==> src/rtl/poly_mac_pkg.sv <==
// poly_mac shared types: accumulator width helper, coefficient bank
// and commit FSM states.
package poly_mac_pkg;

    localparam int P_N  = 3;
    localparam int P_BC = 8;
    localparam int P_BT = 8;
    localparam int P_BY = 10;

    function automatic int ba_width(input int bc, input int n);
        return bc + $clog2(n + 1);
    endfunction

    typedef logic [P_N:0][P_BC-1:0] coef_bank_t;

    typedef enum logic [1:0] {
        RUN,
        DRAIN,
        COMMIT
    } state_e;

endpackage

==> src/rtl/poly_mac_stage.sv <==
// One registered Horner step: acc_out = floor(acc_in * t / 2^BT) + c.
// Each stage carries its own t and valid alongside the accumulator.
module poly_mac_stage #(
    parameter int BA = 10,
    parameter int BT = 8,
    parameter int BC = 8
) (
    input  logic                 clk,
    input  logic                 rst,
    input  logic signed [BA-1:0] acc_in,
    input  logic        [BT-1:0] t_in,
    input  logic                 v_in,
    input  logic signed [BC-1:0] c,
    output logic signed [BA-1:0] acc_out,
    output logic        [BT-1:0] t_out,
    output logic                 v_out
);

    logic signed [BA+BT:0] prod;
    logic signed [BA+BT:0] shf;
    logic signed [BA-1:0]  c_ext;
    logic signed [BA-1:0]  acc_d;
    logic signed [BA-1:0]  acc_q;
    logic        [BT-1:0]  t_q;
    logic                  v_q;

    // t is unsigned, so a zero sign bit keeps the product signed-correct
    assign prod  = acc_in * $signed({1'b0, t_in});
    assign shf   = prod >>> BT;
    assign c_ext = BA'(c);
    assign acc_d = shf[BA-1:0] + c_ext;

    always_ff @(posedge clk or posedge rst) begin
        if (rst) begin
            acc_q <= '0;
            t_q   <= '0;
            v_q   <= 1'b0;
        end else begin
            acc_q <= acc_d;
            t_q   <= t_in;
            v_q   <= v_in;
        end
    end

    assign acc_out = acc_q;
    assign t_out   = t_q;
    assign v_out   = v_q;

endmodule

==> src/rtl/poly_mac.sv <==
// Pipelined Horner polynomial evaluator with drained atomic coefficient commit.
// Define POLY_MAC_SAT_EN to clamp (instead of wrap) when BY < BA.
module poly_mac
    import poly_mac_pkg::*;
#(
    parameter int N  = P_N,
    parameter int BC = P_BC,
    parameter int BT = P_BT,
    parameter int BY = P_BY
) (
    input  logic                       clk,
    input  logic                       rst,
    input  logic                       cfg_we,
    input  logic [$clog2(N+1)-1:0]     cfg_addr,
    input  logic [BC-1:0]              cfg_data,
    input  logic                       cfg_commit,
    output logic                       commit_done,
    input  logic                       s_valid,
    output logic                       s_ready,
    input  logic [BT-1:0]              s_t,
    output logic                       m_valid,
    output logic [BT-1:0]              m_t,
    output logic signed [BY-1:0]       m_y
);

    localparam int BA = ba_width(BC, N);

    coef_bank_t shadow_q, shadow_d;
    coef_bank_t active_q, active_d;
    state_e     state_q, state_d;
    logic       commit_done_q;

    logic [N:0][BA-1:0] acc_c;
    logic [N:0][BT-1:0] t_c;
    logic [N:0]         v_c;
    logic               any_valid;
    logic signed [BA-1:0] acc_n;

    assign any_valid = |v_c[N:1];

    always_comb begin
        state_d = state_q;
        s_ready = 1'b0;
        unique case (state_q)
            RUN: begin
                s_ready = 1'b1;
                if (cfg_commit) state_d = DRAIN;
            end
            DRAIN: begin
                if (!any_valid) state_d = COMMIT;
            end
            COMMIT: begin
                state_d = RUN;
            end
            default: state_d = RUN;
        endcase
    end

    // shadow_d feeds the copy so a write in the COMMIT cycle is included
    always_comb begin
        shadow_d = shadow_q;
        if (cfg_we && (int'(cfg_addr) <= N)) shadow_d[cfg_addr] = cfg_data;
        active_d = (state_q == COMMIT) ? shadow_d : active_q;
    end

    always_ff @(posedge clk or posedge rst) begin
        if (rst) begin
            state_q       <= RUN;
            shadow_q      <= '0;
            active_q      <= '0;
            commit_done_q <= 1'b0;
        end else begin
            state_q       <= state_d;
            shadow_q      <= shadow_d;
            active_q      <= active_d;
            commit_done_q <= (state_q == COMMIT);
        end
    end

    assign commit_done = commit_done_q;

    assign acc_c[0] = BA'($signed(active_q[N]));
    assign t_c[0]   = s_t;
    assign v_c[0]   = s_valid & s_ready;

    for (genvar j = 1; j <= N; j++) begin : g_stage
        poly_mac_stage #(
            .BA (BA),
            .BT (BT),
            .BC (BC)
        ) u_stage (
            .clk     (clk),
            .rst     (rst),
            .acc_in  (acc_c[j-1]),
            .t_in    (t_c[j-1]),
            .v_in    (v_c[j-1]),
            .c       (active_q[N-j]),
            .acc_out (acc_c[j]),
            .t_out   (t_c[j]),
            .v_out   (v_c[j])
        );
    end

    assign acc_n   = $signed(acc_c[N]);
    assign m_valid = v_c[N];
    assign m_t     = t_c[N];

    if (BY >= BA) begin : g_ext
        assign m_y = BY'(acc_n);
    end else begin : g_narrow
`ifdef POLY_MAC_SAT_EN
        localparam logic signed [BA-1:0] YMAX = BA'((1 <<< (BY-1)) - 1);
        localparam logic signed [BA-1:0] YMIN = BA'(-(1 <<< (BY-1)));
        assign m_y = (acc_n > YMAX) ? BY'(YMAX) :
                     (acc_n < YMIN) ? BY'(YMIN) : BY'(acc_n);
`else
        assign m_y = acc_n[BY-1:0];
`endif
    end

endmodule
==> config.mk <==
export PLATFORM = sky130hd
export DESIGN_NAME = poly_mac
export DESIGN_NICKNAME = d
export VERILOG_FILES = /design/src/rtl/poly_mac_pkg.sv /design/src/rtl/poly_mac_stage.sv /design/src/rtl/poly_mac.sv
export SDC_FILE = /design/constraint.sdc
export NUM_CORES = 1
export LEC_CHECK = 0
export CAP_MARGIN = 20
export CORE_UTILIZATION = 34
export CTS_CLUSTER_SIZE = 40
export DETAILED_ROUTE_END_ITERATION = 8
export HOLD_SLACK_MARGIN = 0.05
export PLACE_DENSITY = 0.57
export SETUP_SLACK_MARGIN = 0.05
export SYNTH_ARGS = -nofsm -noshare
export SYNTH_HDL_FRONTEND = slang
export SYNTH_SLANG_ARGS = --single-unit
==> constraint.sdc <==
create_clock -name clk -period 6.2 [get_ports clk]
set_input_delay 1.24 -clock clk [delete_from_list [all_inputs] [get_ports clk]]
set_output_delay 1.24 -clock clk [all_outputs]
set_load 0.01 [all_outputs]
==> run metrics <==
I/O pin total 44; CTS tree yes; status complete, no violations; clock period minus worst slack 5.74 ns; post-route ant nets 0; core area 35800 µm²; FF-to-FF Start g_stage[2].u_stage.t_out[2]$_DFF_PP0_; R2R setup slack 0.46 ns; worst skew pair latency 0.43 ns; Layout Utilization 40.4%; Final nets 1656; starting density of the core 34.8%; crit-path leading delay family adder cells; die area 37400 µm²; via/cell ratio 4.62; antenna violations before repair 0; FFs w/ async S/R, synth 100%; maximum fanout along the worst path 8; DP Worst Slack -0.426 ns; layout cells sized above 1 12.6%; gr ovfl total 0; Reg clk slew, reported paths 0.06 ns; per-cell routed wire length 14.5 µm; sequential fraction of the synthesis area 24.9%; Post-Synth Simple-Gate Area 15.1%; Slew @ Worst Pin 0.977 ns; Initial DRC Count 346; WL final 26300 µm; Synth Area in Compound Gates 5.11%; setup ws final 0.456 ns; max-cap check violation count 0; vias in the first global route 8968; Post-synth EDFFs 0; area grow syn2layout 16.4%; Max Clk Rate 174 MHz; syn_area_per_cell 9.99 µm²; fin. max-slew vios 0; XOR/XNOR Fraction of Synth Area 4.29%; type of origin of the critical path input pin; adder-cell share of the synthesized area 39.4%; Post-Syn Area 12500 µm²; #FFs+latches synth 124; Die Wd 193 µm; root buf cell clkbuf_16; Cells after Synth 1246; All-Layer GR Usage 14.9%; CTS Buf Count 17; n_diodes 0; hold crit path type reg -> reg; Final GP Congestion 0.828; syn nets 1563; signal arrival time at the worst endpoint 6.05 ns; row count 69; CP Class in -> reg; yosys warns 0; largest net degree at the start of global routing 84; crit path cell chain dlymetal6s2s_1 -> buf_6 -> and2_4 -> fa_1 -> ha_1 -> inv_1 -> fa_1 -> inv_2 -> fa_1 -> ha_1 -> a21o_1 -> a221oi_2 -> buf_4 -> buf_4 -> xnor2_1 -> ha_1 -> fa_2 -> a21oi_2 -> nor2_1 -> nor2_1 -> o21bai_1 -> a21oi_2 -> o21ai_2 -> xor2_1; H-Tree Depth 4; largest family of logic cells by synthesized area adder cells; Final setup viols 0; worst hold slack 0.390 ns; CP Capture Type register; hold_sp g_stage[1].u_stage.v_out$_DFF_PP0_; WP buf/inv 6; Max-slew headroom 34.4%; CTS max path bufs 2; port bufs 43; Synth cell types 57; final hold vios 0; DPL Wire Length 21400 µm; 1st-pass router iterations 4; Remaining DRCs 0; crit share post-route 92.6%; RSZ-0062 raised after global routing no; CP max stage delay 0.49 ns; DR vias 8376; Crit path required time 6.51 ns; first-pass GRT wire length 44700 µm; Clock Skews 0.0150 ns; die extent in y 193 µm; post-synthesis mux area share 2.89%; Top FF cell, synth dfrtp_1; Clock Sink Count 124; crit path from s_t[4]; CP max-delay cell fa_1
==> routing by layer <==
layer / track usage, % / routed length (µm) / vias up
li1: - / - / 4013
met1: 19.3 / 12000 / 4233
met2: 25.7 / 13100 / 102
met3: 2.48 / 744 / 28
met4: 4.36 / 548 / 0
met5: 0 / 0 / -
==> flip-flops by register name, summed over array words and instances, names as in the netlist <==
register and count:
g_stage.u_stage.acc_out 30, state_q 2, g_stage.u_stage.t_out 24, acc_c 8, g_stage.u_stage.v_out 3, active_q 24
shadow_q 32, commit_done 1
==> final timing paths <==
path,cells past startpoint,end
worst max-delay path,24,g_stage[1].u_stage.acc_out[8]$_DFF_PP0_
worst min-delay path,0,g_stage[2].u_stage.v_out$_DFF_PP0_
worst max register to register,24,g_stage[3].u_stage.acc_out[9]$_DFF_PP0_
worst min register to register,0,g_stage[2].u_stage.v_out$_DFF_PP0_
max in group asynchronous,4,g_stage[2].u_stage.acc_out[0]$_DFF_PP0_
min in group asynchronous,2,commit_done$_DFF_PP0_
==> synth_stat cells (all sizes together), types with 3 or more instances <==
| master | n | share of area, % |
|---|---|---|
| a211oi | 3 | 0.18 |
| a21o | 11 | 0.66 |
| a21oi | 25 | 1.1 |
| and2 | 120 | 6.1 |
| buf | 14 | 0.88 |
| clkbuf | 16 | 0.48 |
| dfrtp | 124 | 25 |
| fa | 164 | 26 |
| ha | 130 | 13 |
| inv | 228 | 6.9 |
| mux2 | 32 | 2.9 |
| nand2 | 193 | 5.8 |
| nand2b | 7 | 0.35 |
| nand3 | 4 | 0.16 |
| nor2 | 34 | 1.0 |
| nor2b | 5 | 0.25 |
| nor3 | 8 | 0.36 |
| o21ai | 26 | 1.1 |
| o21bai | 3 | 0.18 |
| o31ai | 5 | 0.38 |
| xnor2 | 47 | 3.3 |
| xor2 | 14 | 0.98 |
==> area by class of cell <==
| type | instances | area [µm²] |
|---|---|---|
| Fill cell | 3492 | 21300 |
| Multi-Input combinational cell | 862 | 8410 |
| Sequential cell | 124 | 3100 |
| Timing Repair Buffer | 104 | 947 |
| Inverter | 230 | 866 |
| Tap cell | 461 | 577 |
| Clock buffer | 21 | 460 |
| Clock inverter | 11 | 133 |
==> cell families (layout without fill, tap and decap cells) <==
kind of cell / after synthesis / after routing
AO/OA/AOI/OAI: 89 / 89
XOR/XNOR: 61 / 61
adder cells (fa/ha/maj): 294 / 294
buffers and inverters: 260 / 366
flip-flops: 124 / 124
multiplexers: 32 / 32
AND/OR/NAND/NOR: 386 / 386
==> repair_timing <==
action | 4_1_cts | 5_1_grt
gates resized for setup | 6 | 33
setup buffers | 0 | 7
hold buffers | 0 | 0
hold endpoints to repair | 0 | 0
pin swaps | 3 | 20
setup endpoints to repair | 3 | 6
==> per-stage QoR <==
stage / cell area [µm²] / setup TNS, ns / std cells
finish: 14500 / 0 / 1813
global route: 14500 / 0 / 1813
CTS: 14300 / 0 / 1805
detailed placement: 13700 / -1.92 / 1773
global placement: 13700 / -1.50 / 1773
floorplan: 12500 / 0 / 1246
==> cell usage in the layout (no fill, tap or decap), drive strengths merged, types with 3 or more instances in the layout <==
master / netlist / final
a211oi: 3 / 3
a21o: 11 / 11
a21oi: 25 / 25
and2: 120 / 120
buf: 14 / 61
clkbuf: 16 / 21
clkdlybuf4s50: 0 / 35
clkinv: 2 / 6
dfrtp: 124 / 124
dlymetal6s2s: 0 / 8
fa: 164 / 164
ha: 130 / 130
inv: 228 / 231
mux2: 32 / 32
nand2: 193 / 193
nand2b: 7 / 7
nand3: 4 / 4
nor2: 34 / 34
nor2b: 5 / 5
nor3: 8 / 8
o21ai: 26 / 26
o21bai: 3 / 3
o31ai: 5 / 5
xnor2: 47 / 47
xor2: 14 / 14
Power is not shown: default switching activity piles up to over one toggle a cycle in this logic, so the estimate is an artifact.
